--- src/rtl/apb_gpio_lock_ctrl.sv ---
// rtl/apb_gpio_lock_ctrl.sv - APB GPIO controller with key-armed sticky per-pin locks
module apb_gpio_lock_ctrl #(
    parameter int               NGPIO      = 32,
    parameter int               ADDR_W     = 12,
    parameter logic [NGPIO-1:0] LOCK_RESET = '0,
    parameter logic [31:0]      KEY1       = 32'h5A5A_0001,
    parameter logic [31:0]      KEY2       = 32'hA5A5_0002
) (
    input  logic              HCLK,
    input  logic              HRESETn,
    input  logic              PSEL,
    input  logic              PENABLE,
    input  logic              PWRITE,
    input  logic [ADDR_W-1:0] PADDR,
    input  logic [31:0]       PWDATA,
    output logic [31:0]       PRDATA,
    output logic              PREADY,
    output logic              PSLVERR,
    input  logic [NGPIO-1:0]  gpio_in,
    output logic [NGPIO-1:0]  gpio_out,
    output logic [NGPIO-1:0]  gpio_dir,
    output logic [NGPIO-1:0]  gpio_lock
);

    typedef enum logic [1:0] {S_IDLE, S_STAGE1, S_ARMED} state_t;

    localparam logic [ADDR_W-1:0] DEC_MASK = ADDR_W'(28);

    logic [NGPIO-1:0] r_dir, r_out, r_lock, r_sync1, r_sync2;
    logic             r_viol;
    logic [7:0]       r_vcnt;
    state_t           r_state, w_state_nxt;

    logic             w_acc, w_wr, w_mapped;
    logic [2:0]       w_idx;
    logic [NGPIO-1:0] w_wd;
    logic             w_wr_dir, w_wr_out, w_wr_in, w_wr_lock, w_wr_key, w_wr_status;
    logic             w_armed, w_stage1, w_lock_set, w_key_err;
    logic             w_dir_viol, w_out_viol, w_ro_err, w_err;
    logic [31:0]      w_rdata, w_dir32, w_out32, w_in32, w_lock32;

    assign w_acc    = PSEL & PENABLE;
    assign w_wr     = w_acc & PWRITE;
    assign w_idx    = PADDR[4:2];
    assign w_mapped = ((PADDR & ~DEC_MASK) == '0) && (w_idx <= 3'd5);
    assign w_wd     = PWDATA[NGPIO-1:0];

    assign w_wr_dir    = w_wr & w_mapped & (w_idx == 3'd0);
    assign w_wr_out    = w_wr & w_mapped & (w_idx == 3'd1);
    assign w_wr_in     = w_wr & w_mapped & (w_idx == 3'd2);
    assign w_wr_lock   = w_wr & w_mapped & (w_idx == 3'd3);
    assign w_wr_key    = w_wr & w_mapped & (w_idx == 3'd4);
    assign w_wr_status = w_wr & w_mapped & (w_idx == 3'd5);

    always_ff @(posedge HCLK or negedge HRESETn) begin
        if (!HRESETn) r_state <= S_IDLE;
        else          r_state <= w_state_nxt;
    end

    always_comb begin
        w_state_nxt = r_state;
        if (w_acc) begin
            case (r_state)
                S_IDLE:   if (w_wr_key && PWDATA == KEY1) w_state_nxt = S_STAGE1;
                S_STAGE1: w_state_nxt = (w_wr_key && PWDATA == KEY2) ? S_ARMED : S_IDLE;
                default:  w_state_nxt = S_IDLE;
            endcase
        end
    end

    // Any access that breaks the KEY1/KEY2/LOCK sequence is a key error
    always_comb begin
        w_armed    = (r_state == S_ARMED);
        w_stage1   = (r_state == S_STAGE1);
        w_lock_set = w_armed & w_wr_lock;
        w_key_err  = 1'b0;
        if (w_acc) begin
            case (r_state)
                S_IDLE:   w_key_err = w_wr_lock;
                S_STAGE1: w_key_err = !(w_wr_key && PWDATA == KEY2);
                S_ARMED:  w_key_err = !w_wr_lock;
                default:  w_key_err = 1'b0;
            endcase
        end
    end

    assign w_dir_viol = w_wr_dir & (|((w_wd ^ r_dir) & r_lock));
    assign w_out_viol = w_wr_out & (|((w_wd ^ r_out) & r_lock));
    assign w_ro_err   = w_wr_in | (w_wr_status & (|(PWDATA & ~32'h0000_0004)));
    assign w_err      = w_acc & (~w_mapped | w_ro_err | w_key_err | w_dir_viol | w_out_viol);

    always_comb begin
        w_dir32  = '0;
        w_out32  = '0;
        w_in32   = '0;
        w_lock32 = '0;
        w_dir32[NGPIO-1:0]  = r_dir;
        w_out32[NGPIO-1:0]  = r_out;
        w_in32[NGPIO-1:0]   = r_sync2;
        w_lock32[NGPIO-1:0] = r_lock;
        w_rdata = '0;
        if (w_acc && !PWRITE && w_mapped) begin
            case (w_idx)
                3'd0:    w_rdata = w_dir32;
                3'd1:    w_rdata = w_out32;
                3'd2:    w_rdata = w_in32;
                3'd3:    w_rdata = w_lock32;
                3'd5:    w_rdata = {16'h0, r_vcnt, 5'h0, r_viol, w_stage1, w_armed};
                default: w_rdata = '0;
            endcase
        end
    end

    always_ff @(posedge HCLK or negedge HRESETn) begin
        if (!HRESETn) begin
            r_dir   <= '0;
            r_out   <= '0;
            r_lock  <= LOCK_RESET;
            r_sync1 <= '0;
            r_sync2 <= '0;
            r_viol  <= 1'b0;
            r_vcnt  <= 8'h00;
        end else begin
            r_sync1 <= gpio_in;
            r_sync2 <= r_sync1;
            if (w_wr_dir)   r_dir  <= (r_dir & r_lock) | (w_wd & ~r_lock);
            if (w_wr_out)   r_out  <= (r_out & r_lock) | (w_wd & ~r_lock);
            if (w_lock_set) r_lock <= r_lock | w_wd;
            // A new error outranks a simultaneous W1C of VIOL
            if (w_err) begin
                r_viol <= 1'b1;
                if (r_vcnt != 8'hFF) r_vcnt <= r_vcnt + 8'h01;
            end else if (w_wr_status && PWDATA[2]) begin
                r_viol <= 1'b0;
            end
        end
    end

    assign PRDATA    = w_rdata;
    assign PSLVERR   = w_err;
    assign PREADY    = 1'b1;
    assign gpio_out  = r_out;
    assign gpio_dir  = r_dir;
    assign gpio_lock = r_lock;

endmodule
--- config.mk ---
export PLATFORM = sky130hd
export DESIGN_NAME = apb_gpio_lock_ctrl
export DESIGN_NICKNAME = d
export VERILOG_FILES = /design/src/rtl/apb_gpio_lock_ctrl.sv
export SDC_FILE = /design/constraint.sdc
export NUM_CORES = 1
export LEC_CHECK = 0
export ABC_CLOCK_PERIOD_IN_PS = 2100
export BUFFER_PORTS_ARGS = -buffer_cell sky130_fd_sc_hd__clkbuf_2
export CAP_MARGIN = 10
export CORE_AREA = 2 2 148 150
export DETAILED_ROUTE_END_ITERATION = 8
export DIE_AREA = 0 0 150 152
export GPL_TIMING_DRIVEN = 0
export MAX_ROUTING_LAYER = met4
export PLACE_DENSITY = 0.67
export REMOVE_ABC_BUFFERS = 1
export SYNTH_ARGS = -nofsm -noshare
export SYNTH_HDL_FRONTEND = slang
export SYNTH_SLANG_ARGS = --single-unit
--- constraint.sdc ---
create_clock -name HCLK -period 2.1 [get_ports HCLK]
set_input_delay 0.105 -clock HCLK [delete_from_list [all_inputs] [get_ports HCLK]]
set_output_delay 0.105 -clock HCLK [all_outputs]
set_load 0.05 [all_outputs]
## After elaboration in Yosys (flattened, before gate mapping)

Cells that the tools add are included.

- Order comparisons: 1
- Bitwise operators: 31
- Equal/unequal tests: 11
- Muxes and demuxes: 9
- $add $sub $neg: 1
- Reduce and logical (&&, ||, !) cells: 18

Operators by type and width:

| cell | count |
|---|---|
| $and 32x32->32 | 5 |
| $pmux 32 s5 | 1 |
| $or 32x32->32 | 3 |
| $reduce_or 32->1 | 2 |
| $xor 32x32->32 | 2 |
| $eq 32x31->1 const B | 1 |
| $eq 32x32->1 const B | 1 |
| $mux 32 | 1 |
| $not 32->32 | 1 |
| $reduce_or 31->1 | 1 |
| $and 1x1->1 | 14 |
| $logic_not 12->1 | 1 |
| $add 8x1->8 const B | 1 |
| $ne 8x8->1 const B | 1 |
| $eq 3x2->1 const B | 2 |
| $eq 3x3->1 const B | 2 |
| $logic_and 1x1->1 | 6 |
| $or 1x1->1 | 5 |
| $mux 2 | 2 |
| $pmux 2 s2 | 1 |
| $reduce_and 2->1 | 2 |
| $eq 3x1->1 const B | 1 |
| $le 3x3->1 const B | 1 |
| $logic_not 1->1 | 3 |
| other kinds (9) | 11 |

- Logic and storage cells: 79
- Output and inout port bits: 130
- Bits of input ports: 81
- Flip-flop bits (word level): 171

## Depth between registers and ports, before layout

Gate-level depths: netlist of the first run.

- Depth after elaboration: 13
- Depth in mapped cells: 10
- Mapped depth without buffers: 8

## Worst setup path before layout of the first run

No wires, ideal clock.

- Path kind: flip-flop to flip-flop
- Start point: register with a tool-made name
- End point: register r_vcnt[1]
- Period minus slack after synthesis: 2.228 ns
- Stages on the path, launching flop included: 8
- Arrival: 2.103 ns
- Buffers on the path: 0
- Setup slack: -0.128 ns
- Required time: 1.975 ns
- Cell sequence: dfrtp_1 xor2_1 a22oi_1 nand4_1 nor4_1 o22ai_1 o22ai_4 mux2_4

RTL lines:

| item | line | source |
|---|---|---|
| end signal, assigned | 132 | `if (r_vcnt != 8'hFF) r_vcnt <= r_vcnt + 8'h01;` |
| end, declared | 31 | `logic [7:0] r_vcnt;` |

==> results.md, run 1 <==
* Clock transition at the registers of the reported paths at approximately 0.070 ns
* # clock sinks at around 170
* CP Capture Type: output pin
* End-of-flow core utilization at 0.5006
* Largest net degree at the start of global routing at 100
* Sequential cell area at about 4300 um^2
* Failing checks: negative setup slack
* Top-Level Pins at 211
* Die ar. at 22800 um^2
* Core area at approximately 21000 um^2
* Number of global-route vias before repair at 6737
* Ant diodes at 0
* Hold Crit Class: in -> reg
* Largest stage delay, worst path at 0.41 ns
* EDFF count, synth at 0
* P_leak at roughly 0.0056 uW
* Cts bufs inserted at 17
* Count leader, synth: dfrtp_1
* First-pass GRT wire length at around 40000 um
* Final number of setup-violating endpoints at 31
* Gr usage total at 0.2381
* Share of cells above drive strength 1 at 0.4017
* Hold_sp: PWDATA[13]
* Synth top cells by count: dfrtp_1, nor2_1, a22oi_1
* Synth-to-Final Area Change at 34.20%
* Avg Vias per Cell at 5.344
* FF-to-FF End: r_vcnt[7]
* FP Rows at 54
* CP arrival at around 2.3 ns
* H-tree depth at 4
* Dpl hpwl at around 17000 um
* Cell area after synthesis at approximately 8000 um^2
* R2R setup slack at -0.19 ns
* Status: complete, but fails checks
* Reg2Reg Depth at 10
* Drt first pass iters at 7
* Slew at the pin closest to its max-slew limit at 0.8329 ns
* Average routed wire per standard cell at just over 20 um
* Chip height at ~150 um
* Worst rel slew slack at 0.4447
* FF+latch count, synth at 171
* Startpoint types: register
* Register area share after synthesis at 0.5372
* Post-synth ARST share at 1.000
* RSZ-0062 raised after global routing: true
* Area of the multi-input gates at 3690 um^2
* Count of cell types in the netlist at 46
* Crit-path max FO at 4
* WHS Path Cells at 2
* Post-synth top area cell: dfrtp_1
* Top cell type's share of synthesized area at 0.5372
* Ys Warns at 0
* CTS tree: built
* PwrDens at about 670 nW/um^2
* # fillers at just under 2000
* Setup ws final at -0.2998 ns
* Fin. max-slew vios at 0
* Fmax at 0.4167 GHz
* Port Buffers at 209
* Initial Util at 0.3731
* Total negative slack at -2.415 ns
* Main flop type after synthesis: dfrtp_1
* Placer Congestion at a little over 0.8
* Gr ovfl total at 0
* Routed Antenna Nets at 0
* Final Hold Vio Count at 0
* Iter 0 DRT Violations at between 500 and 600
* VDD IR max at 523.3 uV
* Min cycle time layout at between 2 and 2.5 ns
* Layout Skew at ~0.014 ns
* Main area contributors after synthesis: dfrtp_1, mux2_2, xor2_1
* Mapped Cells at 703
* Chip width at ~150 um
* DRC errors left at 0
* Clock Tree Root: clkbuf_16
* Critical-path cell list: xor2_1 -> a22oi_2 -> nand4_1 -> nor4_2 -> o22ai_2 -> nor2_2 -> nor2_2 -> buf_8
* Mean Syn Cell Area at approximately 11 um^2
* Post-layout nets at ~1000
* CP required at 2.00 ns
* Hold_ws at around 0.018 ns
* Max-capacitance violation count at 0
* Critical setup path kind: reg -> out
* Most Frequent Cell on Critical Path: nor2_2
* Tcrit/Tclk final at 1.143
* Clk_lat worst skew at 0.44 ns
* Slowest CP cell: dfrtp_1
* Initial antenna violation count at 0
* Routed via count at 6659
* Drt total wl at 25760 um
* CTS Buffer Depth at 2
==> final cells by class <==
cell class	instances	share of cell area
Sequential cell	171	0.4008
Multi-Input combinational cell	477	0.3452
Timing Repair Buffer	284	0.1687
Clock buffer	23	0.04565
Tap cell	280	0.03278
Clock inverter	8	0.005853
Inverter	3	0.001053
==> layout by cell type, fill, tap and decap left out, types with 2 or more instances in the layout <==
cell / instances
a21oi_1: 20
inv_1: 3
buf_4: 26
clkbuf_8: 5
and4_1: 3
clkbuf_16: 17
nor2_2: 2
clkbuf_1: 2
clkbuf_4: 3
nor4_1: 5
dlygate4sd3_1: 43
buf_6: 2
nor3_1: 4
nand2_1: 21
a21o_2: 2
clkinv_4: 3
dfrtp_1: 167
mux2i_1: 11
and3_1: 3
buf_12: 2
nand4_1: 11
a222oi_1: 10
xor2_1: 70
nor4_2: 4
mux2_2: 65
nor2_4: 6
a21o_1: 31
a22oi_1: 58
a22oi_2: 17
buf_8: 2
o21ai_0: 12
nor2_1: 82
clkinvlp_4: 3
dfrtp_2: 4
nand3_1: 9
nand2b_1: 2
clkbuf_2: 204
==> routing by layer <==
| layer | wire [um] | share of wire | vias to the layer above | track usage |
|---|---|---|---|---|
| met5 | 0 | 0 | - | - |
| met3 | 1615 | 0.063 | 24 | 0.04444 |
| met2 | 12080 | 0.47 | 246 | 0.3636 |
| li1 | - | - | 3030 | - |
| met4 | 301 | 0.012 | 0 | 0.05615 |
| met1 | 11760 | 0.46 | 3359 | 0.3303 |
==> repair_timing <==
action / in CTS / in global routing
resized for setup: 49 / 7
setup endpoints to repair: 134 / 41
hold buffers: 43 / 0
pin swaps: 26 / 7
hold endpoints to repair: 140 / 0
setup buffers: 21 / 6
==> stage by stage <==
step                setup slack, ns  power (uW)  instances  instance area (um^2)
floorplan                    -2.121        3759        651                  7750
global placement             -6.265        4068       1140                  9146
detailed placement           -1.129        4094       1145                  9258
CTS                         -0.2884        7178       1240                 10620
global route                -0.4477        7408       1246                 10690
finish                      -0.2998        7133       1246                 10690
==> cells by family after synthesis <==
family | share of synthesized area
AO/OA/AOI/OAI | 0.1481
AND/OR/NAND/NOR | 0.09739
flip-flops | 0.5372
adder cells (fa/ha/maj) | 0.001571
multiplexers | 0.1076
XOR/XNOR | 0.07917
buffers and inverters | 0.02843
other | 0.0004708
==> critical path, delay by kind of cell, from the launching register on <==
kind / cells / cell delay, ns
simple gates: 4 / 0.71
flops: 1 / 0.41
compound gates: 2 / 0.39
xor+xnor: 1 / 0.18
buf+inv: 1 / 0.16
==> worst max path at each step <==
stage | slack, ns | start | endpoint | cells after the start
finish | -0.30 | register | PSLVERR | 8
global route | -0.45 | register | PSLVERR | 8
CTS | -0.29 | register | PSLVERR | 8
detailed placement | -1.13 | PADDR[3] | PSLVERR | 8
global placement | -6.27 | PADDR[3] | PSLVERR | 7
floorplan | -2.12 | PADDR[4] | PSLVERR | 5
==> report_power, final <==
| part | switching [uW] | internal [uW] |
|---|---|---|
| clock network | 1340 | 1640 |
| registers | 96.7 | 3410 |
| logic | 381 | 270 |
| total | 1810 | 5320 |
Power figures use the tool's default switching activity.
==> inputs of run 2 (changes only) <==
CORE_AREA = 4 4 150 152   (was 2 2 148 150)
CTS_BUF_LIST = sky130_fd_sc_hd__clkbuf_16   (was default)
DIE_AREA = 0 0 154 156   (was 0 0 150 152)
==> run 2 against run 1 <==
Against the previous run:
- the flow still finishes with violations (negative setup slack)
- combinational power is 1% lower
- wire length up 0.76%
- register-to-register slack worse by 0.10 ns
- via count is 0.30% higher
- clock power grew 12%
- core utilization rose by 0.91 points
- critical path type unchanged
- critical endpoint unchanged
- highest routed layer unchanged
==> results.md, run 2 (synthesis results as in run 1) <==
* Status: complete, but fails checks
* Failing checks: negative setup slack
* GRT met1 Usage at 0.2962 (-0.03411)
* Top-Level Pins at 211 (unchanged)
* Routed Antenna Nets at 0 (unchanged)
* Gr ovfl total at 0 (unchanged)
* # fillers at 1848 (-4.9%)
* Die ar. at 24020 um^2 (+5.4%)
* CTS tree: built
* Drt total wl at 25960 um (+0.76%)
* Most Frequent Cell on Critical Path: nor2_2
* Clock transition at the registers of the reported paths at 0.06 ns (about the same)
* PwrDens at 699.9 nW/um^2 (+4.9%)
* DRC errors left at 0 (unchanged)
* P_leak at 0.005601 uW (+0.23%)
* Layout Skew at 0.008465 ns (-0.005153 ns)
* Chip height at 156 um (+2.6%)
* Dpl hpwl at 17560 um (+1.0%)
* WHS Path Cells at 2 (unchanged)
* Most common cell after layout, fill and taps aside: clkbuf_2
* P_sw at 1827 uW (+0.72%)
* Setup ws final at -0.3513 ns (-0.05149 ns)
* Largest net degree at the start of global routing at 108 (+8.0%)
* Flop pwr share at 0.468 (-0.024)
* Number of global-route vias before repair at 6749 (+0.18%)
* Final instance area at 10720 um^2 (+0.26%)
* Top Family by Delay on Critical Path: simple AND/OR/NAND/NOR gates
* Port Buffers at 209 (unchanged)
* Slowest CP cell: dfrtp_1
* Cts bufs inserted at 17 (unchanged)
* Chip width at 154 um (+2.7%)
* Max-capacitance violation count at 0 (unchanged)
* FP Rows at 53 (-1.9%)
* CP arrival at 2.35 ns (+0.06 ns)
* Crit-path max FO at 3 (-1)
* Sequential cell area at 4283 um^2 (about the same)
* Met3 usage at 0.05215 (+0.007705)
* Synth-to-Final Area Change at 34.54%
* Startpoint types: register
* GRT busiest layer: met2
* Final Hold Vio Count at 0 (unchanged)
* H-tree depth at 4 (unchanged)
* Crit. path cell count at 8 (unchanged)
* Slew at the pin closest to its max-slew limit at 0.5839 ns (-0.2489 ns)
* Average routed wire per standard cell at 20.97 um (+1.4%)
* Gr usage total at 0.2190 (-0.01912)
* # clock sinks at 171 (unchanged)
* CP required at 2.00 ns (about the same)
* Worst rel slew slack at 0.6107 (+0.1660)
* Critical setup path kind: reg -> out
* DP Area at 9246 um^2 (-0.12%)
* Final number of setup-violating endpoints at 14 (-55%)
* Placer Congestion at 0.7825 (-3.0%)
* CP Capture Type: output pin
* Most frequent cells in the layout: clkbuf_2, dfrtp_1, nor2_1, xor2_1, mux2_2
* Total negative slack at -2.419 ns (-0.003940 ns)
* Met2 Use GR at 0.3392 (-0.02433)
* Buf+Inv Stages, Crit Path at 1 (unchanged)
* Core area at 21020 um^2 (-1.5%)
* Avg Vias per Cell at 5.395 (+0.95%)
* Clk_lat worst skew at 0.42 ns (-0.02 ns)
* Critical-path cell list: xor2_1 -> a22oi_1 -> nand4_1 -> nor4_2 -> o22ai_2 -> nor2_2 -> nor2_2 -> buf_8
* CTS Buffer Depth at 2 (unchanged)
* Area of the multi-input gates at 3692 um^2 (about the same)
* Clock Tree Root: clkbuf_16
* Fmax at 0.4079 GHz (-2.1%)
* Fin. max-slew vios at 0 (unchanged)
* Cell Int Power at 5673 uW (+6.7%)
* Post-layout nets at 1031 (-0.48%)
* VDD IR max at 494.6 uV (-5.5%)
* Largest stage delay, worst path at 0.40 ns (about the same)
* Total power at 7500 uW (+5.1%)
* Initial antenna violation count at 1 (+1)
* Combinational Power Share at 0.086 (-0.005)
* Clk pwr share at 0.447 (+0.030)
* Initial Util at 0.3789 (+0.005840)
* Tcrit/Tclk final at 1.167 (+0.02452)
* Iter 0 DRT Violations at 471 (-6.0%)
* Hold Crit Class: in -> reg
* RSZ-0062 raised after global routing: true
* Switching Fraction at 0.2436 (-0.01071)
* Min cycle time layout at 2.451 ns (+0.05149 ns)
* First-pass GRT wire length at 39560 um (-1.1%)
* Drt first pass iters at 6 (-1)
* Worst slack at placement at -1.391 ns (-0.2621 ns)
* Reg2Reg Depth at 10 (unchanged)
* Share of cells above drive strength 1 at 0.3981 (-0.003527)
* Routed via count at 6679 (+0.30%)
==> run 2: cell count changes in the layout (fill, tap and decap cells not counted), moves of 2 or more <==
cell       before  now
clkinv_4        3    0
bufinv_16       0    4
clkbuf_1        2    0
nor2_2          2    4
clkbuf_8        5    1
inv_6           1    3
nor2_4          6    4
inv_1           3    5
buf_4          26   21
==> run 2: path summary, 6_finish.rpt <==
path                             startpoint           end  slack [ns]
worst max-delay path               register       PSLVERR       -0.35
worst min-delay path              PWDATA[4]  gpio_lock[4]        0.01
worst max register to register     register     r_vcnt[7]       -0.29
worst min register to register  r_sync1[12]   r_sync2[12]        0.35
max in group asynchronous           HRESETn    r_sync1[7]        0.90
min in group asynchronous           HRESETn    r_sync1[9]        0.25
==> run 2: routing by layer <==
| layer | vias to the layer above | share of wire |
|---|---|---|
| li1 | 3020 | - |
| met1 | 3385 | 0.44 |
| met2 | 247 | 0.47 |
| met3 | 27 | 0.073 |
| met4 | 0 | 0.012 |
| met5 | - | 0 |
==> run 2: stage by stage <==
step,cells,hold WS (ns),utilization
2_1_floorplan,651,-0.1906,-
3_3_place_gp,1135,0.2128,0.4348
3_5_place_dp,1140,0.1456,0.4399
4_1_cts,1234,0.001096,0.5084
5_1_grt,1238,0.01144,0.5098
6_report,1238,0.01193,0.5098
==> run 2: cell type report <==
type | instances | share of cell area
Inverter | 3 | 0.001051
Tap cell | 275 | 0.03211
Sequential cell | 171 | 0.3997
Antenna cell | 1 | 0.0002335
Clock buffer | 17 | 0.03970
Multi-Input combinational cell | 477 | 0.3445
Clock inverter | 15 | 0.01833
Timing Repair Buffer | 279 | 0.1644
==> run 2: what timing repair did <==
item / 4_1_cts / 5_1_grt
pin swaps: 28 / 7
buffers inserted: 20 / 3
hold buffers: 42 / 0
endpoints found under the hold margin: 104 / 0
setup endpoints to repair: 138 / 73
resized for setup: 54 / 3
==> run 2: power by group through the flow <==
stage | Clock [uW] | Combinational, uW | Sequential, uW
floorplan | 0 | 217 | 3540
global placement | 0 | 506 | 3560
detailed placement | 0 | 530 | 3560
CTS | 3420 | 643 | 3500
global route | 3580 | 707 | 3520
finish | 3350 | 643 | 3510
==> inputs of run 3 (changes only) <==
ABC_CLOCK_PERIOD_IN_PS = 2300   (was 2100)
clock period = 2.3 ns   (was 2.1 ns; I/O delays follow)
==> run 3 against run 2 <==
Against the previous run:
- the flow still finishes with violations (negative setup slack)
- non-clock buffer count is 3 lower
- setup slack better by 0.13 ns
- design area is 0.67% lower
- power is 9.0% lower
- clock power is 8.7% lower
- global-route usage is 0.12 points lower
- wire length is 0.77% lower
- cell count is 0.24% lower
==> results.md, run 3 (synthesis results as in run 1) <==
* Port Buffers at 209 (unchanged)
* Routed Antenna Nets at 0 (unchanged)
* # clock sinks at 171 (unchanged)
* Final number of setup-violating endpoints at 8 (-6)
* WHS Path Cells at 2 (unchanged)
* Clk_lat worst skew at 0.42 ns (about the same)
* H-tree depth at 4 (unchanged)
* CP required at 2.18 ns (+0.18 ns)
* Largest net degree at the start of global routing at 108 (unchanged)
* Fmax at roughly 0.40 GHz
* Largest stage delay, worst path at 0.56 ns (+0.16 ns)
* Max-capacitance violation count at 0 (unchanged)
* Final instance area at 10650 um^2 (-0.67%)
* Top-Level Pins at 211 (unchanged)
* Buf+Inv Stages, Crit Path at 3 (+2)
* Hold Crit Class: in -> reg
* Drt total wl at 25760 um (-0.77%)
* DP Area at 9246 um^2 (unchanged)
* Initial antenna violation count at 1 (unchanged)
* Top Family by Delay on Critical Path: buffers and inverters
* Core area at 21020 um^2 (unchanged)
* First-pass GRT wire length at 39390 um (-0.45%)
* FP Rows at 53 (unchanged)
* Placed Cells incl. Taps at 1140 (unchanged)
* Crit-path max FO at 6 (+3)
* Die ar. at 24020 um^2 (unchanged)
* FF-to-FF End: r_vcnt[7]
* Hold_ws at 0.02490 ns (+0.01297 ns)
* Total power at 6823 uW (-9.0%)
* Hold_sp: PWDATA[4]
* Share of cells above drive strength 1 at 0.3921 (-0.006054)
* CTS tree: built
* Placer Congestion at 0.7825 (unchanged)
* Most common cell after layout, fill and taps aside: clkbuf_2
* CTS Buffer Depth at 2 (unchanged)
* Reg2Reg Depth at 10 (unchanged)
* Synth-to-Final Area Change at 33.65%
* Avg Vias per Cell at 5.394 (about the same)
* CP arrival at 2.40 ns (+0.05 ns)
* VDD IR max at 449.4 uV (-9.1%)
* DRC errors left at 0 (unchanged)
* Gr usage total at 0.2179 (-0.001156)
* Worst rel slew slack at 0.4336 (-0.1771)
* Number of global-route vias before repair at 6677 (-1.1%)
* Routed via count at 6661 (-0.27%)
* CP Capture Type: output pin
* Area of the multi-input gates at 3655 um^2 (-1.0%)
* Clock transition at the registers of the reported paths at 0.06 ns (about the same)
* Min cycle time layout at roughly 2.5 ns
* Critical setup path kind: in -> out
* PwrDens at 641.0 nW/um^2 (-8.4%)
* R2R setup slack at -0.07 ns (+0.22 ns)
* Average routed wire per standard cell at 20.86 um (-0.53%)
* Sequential cell area at 4282 um^2 (about the same)
* Status: complete, but fails checks
* Chip width at 154 um (unchanged)
* Startpoint types: input port
* Tcrit/Tclk final at 1.095
* Layout Skew at 0.008983 ns (+0.0005179 ns)
* Drt first pass iters at 7 (+1)
* Initial Util at 0.3789 (unchanged)
* Hold Path Sink: gpio_lock[4]
* Failing checks: negative setup slack
* Most frequent cells in the layout: clkbuf_2, dfrtp_1, nor2_1, xor2_1, mux2_2
* Slew at the pin closest to its max-slew limit at 0.8496 ns (+0.2657 ns)
* # fillers at 1860 (+0.65%)
* Slowest CP cell: dlygate4sd3_1
* Fin. max-slew vios at 0 (unchanged)
* Chip height at 156 um (unchanged)
* Critical-path cell list: dlygate4sd3_1 -> clkbuf_2 -> xor2_1 -> a22oi_2 -> nand4_1 -> nor4_2 -> o22ai_2 -> nor2_2 -> nor2_2 -> buf_8
* Fin cells at 1235 (-0.24%)
* Clock Tree Root: clkbuf_16
* Crit. path cell count at 10 (+2)
* Gr ovfl total at 0 (unchanged)
* Iter 0 DRT Violations at 551 (+17%)
* RSZ-0062 raised after global routing: true
* Dpl hpwl at 17560 um (unchanged)
* Post-layout nets at 1028 (-0.29%)
* P_leak at 0.005587 uW (-0.26%)
* Setup ws final at -0.2194 ns (+0.1320 ns)
* Final Hold Vio Count at 0 (unchanged)
* Most Frequent Cell on Critical Path: nor2_2
* Cts bufs inserted at 17 (unchanged)
==> run 3: changes by cell type in the layout (fill, tap and decap cells not counted) <==
cell | before | now
and4b_2 | 0 | 1
and4b_4 | 1 | 0
clkbuf_2 | 204 | 205
clkbuf_4 | 3 | 2
dfrtp_1 | 168 | 169
dfrtp_2 | 3 | 2
dlygate4sd3_1 | 42 | 39
nor2_1 | 82 | 87
nor2_2 | 4 | 2
nor2_4 | 4 | 1
xnor2_1 | 1 | 2
xnor2_2 | 1 | 0
==> run 3: cell type report <==
class,count,share of cell area
sequential,171,0.4022
multi-input combinational,477,0.3433
timing repair buffer,276,0.1624
clock buffer,17,0.03996
tap,275,0.03232
clock inverter,15,0.01845
inverter,3,0.001058
antenna,1,0.0002351
==> run 3: power breakdown <==
part	total [uW]	internal (uW)	switching (uW)
combinational	564	233	332
clock	3060	1820	1240
sequential	3200	3110	87.1
==> run 3: stage by stage <==
step	setup slack [ns]	setup TNS (ns)	utilization
2_1_floorplan	-1.941	-82.94	-
3_3_place_gp	-6.161	-823.37	0.4348
5_1_grt	-0.2735	-1.323	0.5064
6_report	-0.2194	-0.8228	0.5064
4_1_cts	-0.08391	-0.08391	0.5049
3_5_place_dp	-1.211	-75.42	0.4399
==> run 3: what timing repair did <==
item	in CTS	in global routing
setup endpoints to repair	111	21
hold buffers	39	0
pin swaps	25	8
endpoints found under the hold margin	102	0
resized for setup	42	4
setup buffers	20	3
==> run 3: how the worst max path moves through the flow <==
stage               from  endpoint  slack (ns)
6_report       PWDATA[8]   PSLVERR       -0.22
5_1_grt         register   PSLVERR       -0.27
4_1_cts         register   PSLVERR       -0.08
3_5_place_dp    PADDR[3]   PSLVERR       -1.21
3_3_place_gp    PADDR[3]   PSLVERR       -6.16
2_1_floorplan   PADDR[4]   PSLVERR       -1.94
==> run 3: layer usage <==
| metal | GRT usage | wire length (um) | vias up | part of all wire |
|---|---|---|---|---|
| met5 | - | 0 | - | 0 |
| met4 | 0.04331 | 251 | 0 | 0.0097 |
| met3 | 0.05104 | 1978 | 22 | 0.077 |
| met2 | 0.3369 | 12150 | 261 | 0.47 |
| met1 | 0.2965 | 11370 | 3366 | 0.44 |
| li1 | - | - | 3012 | - |
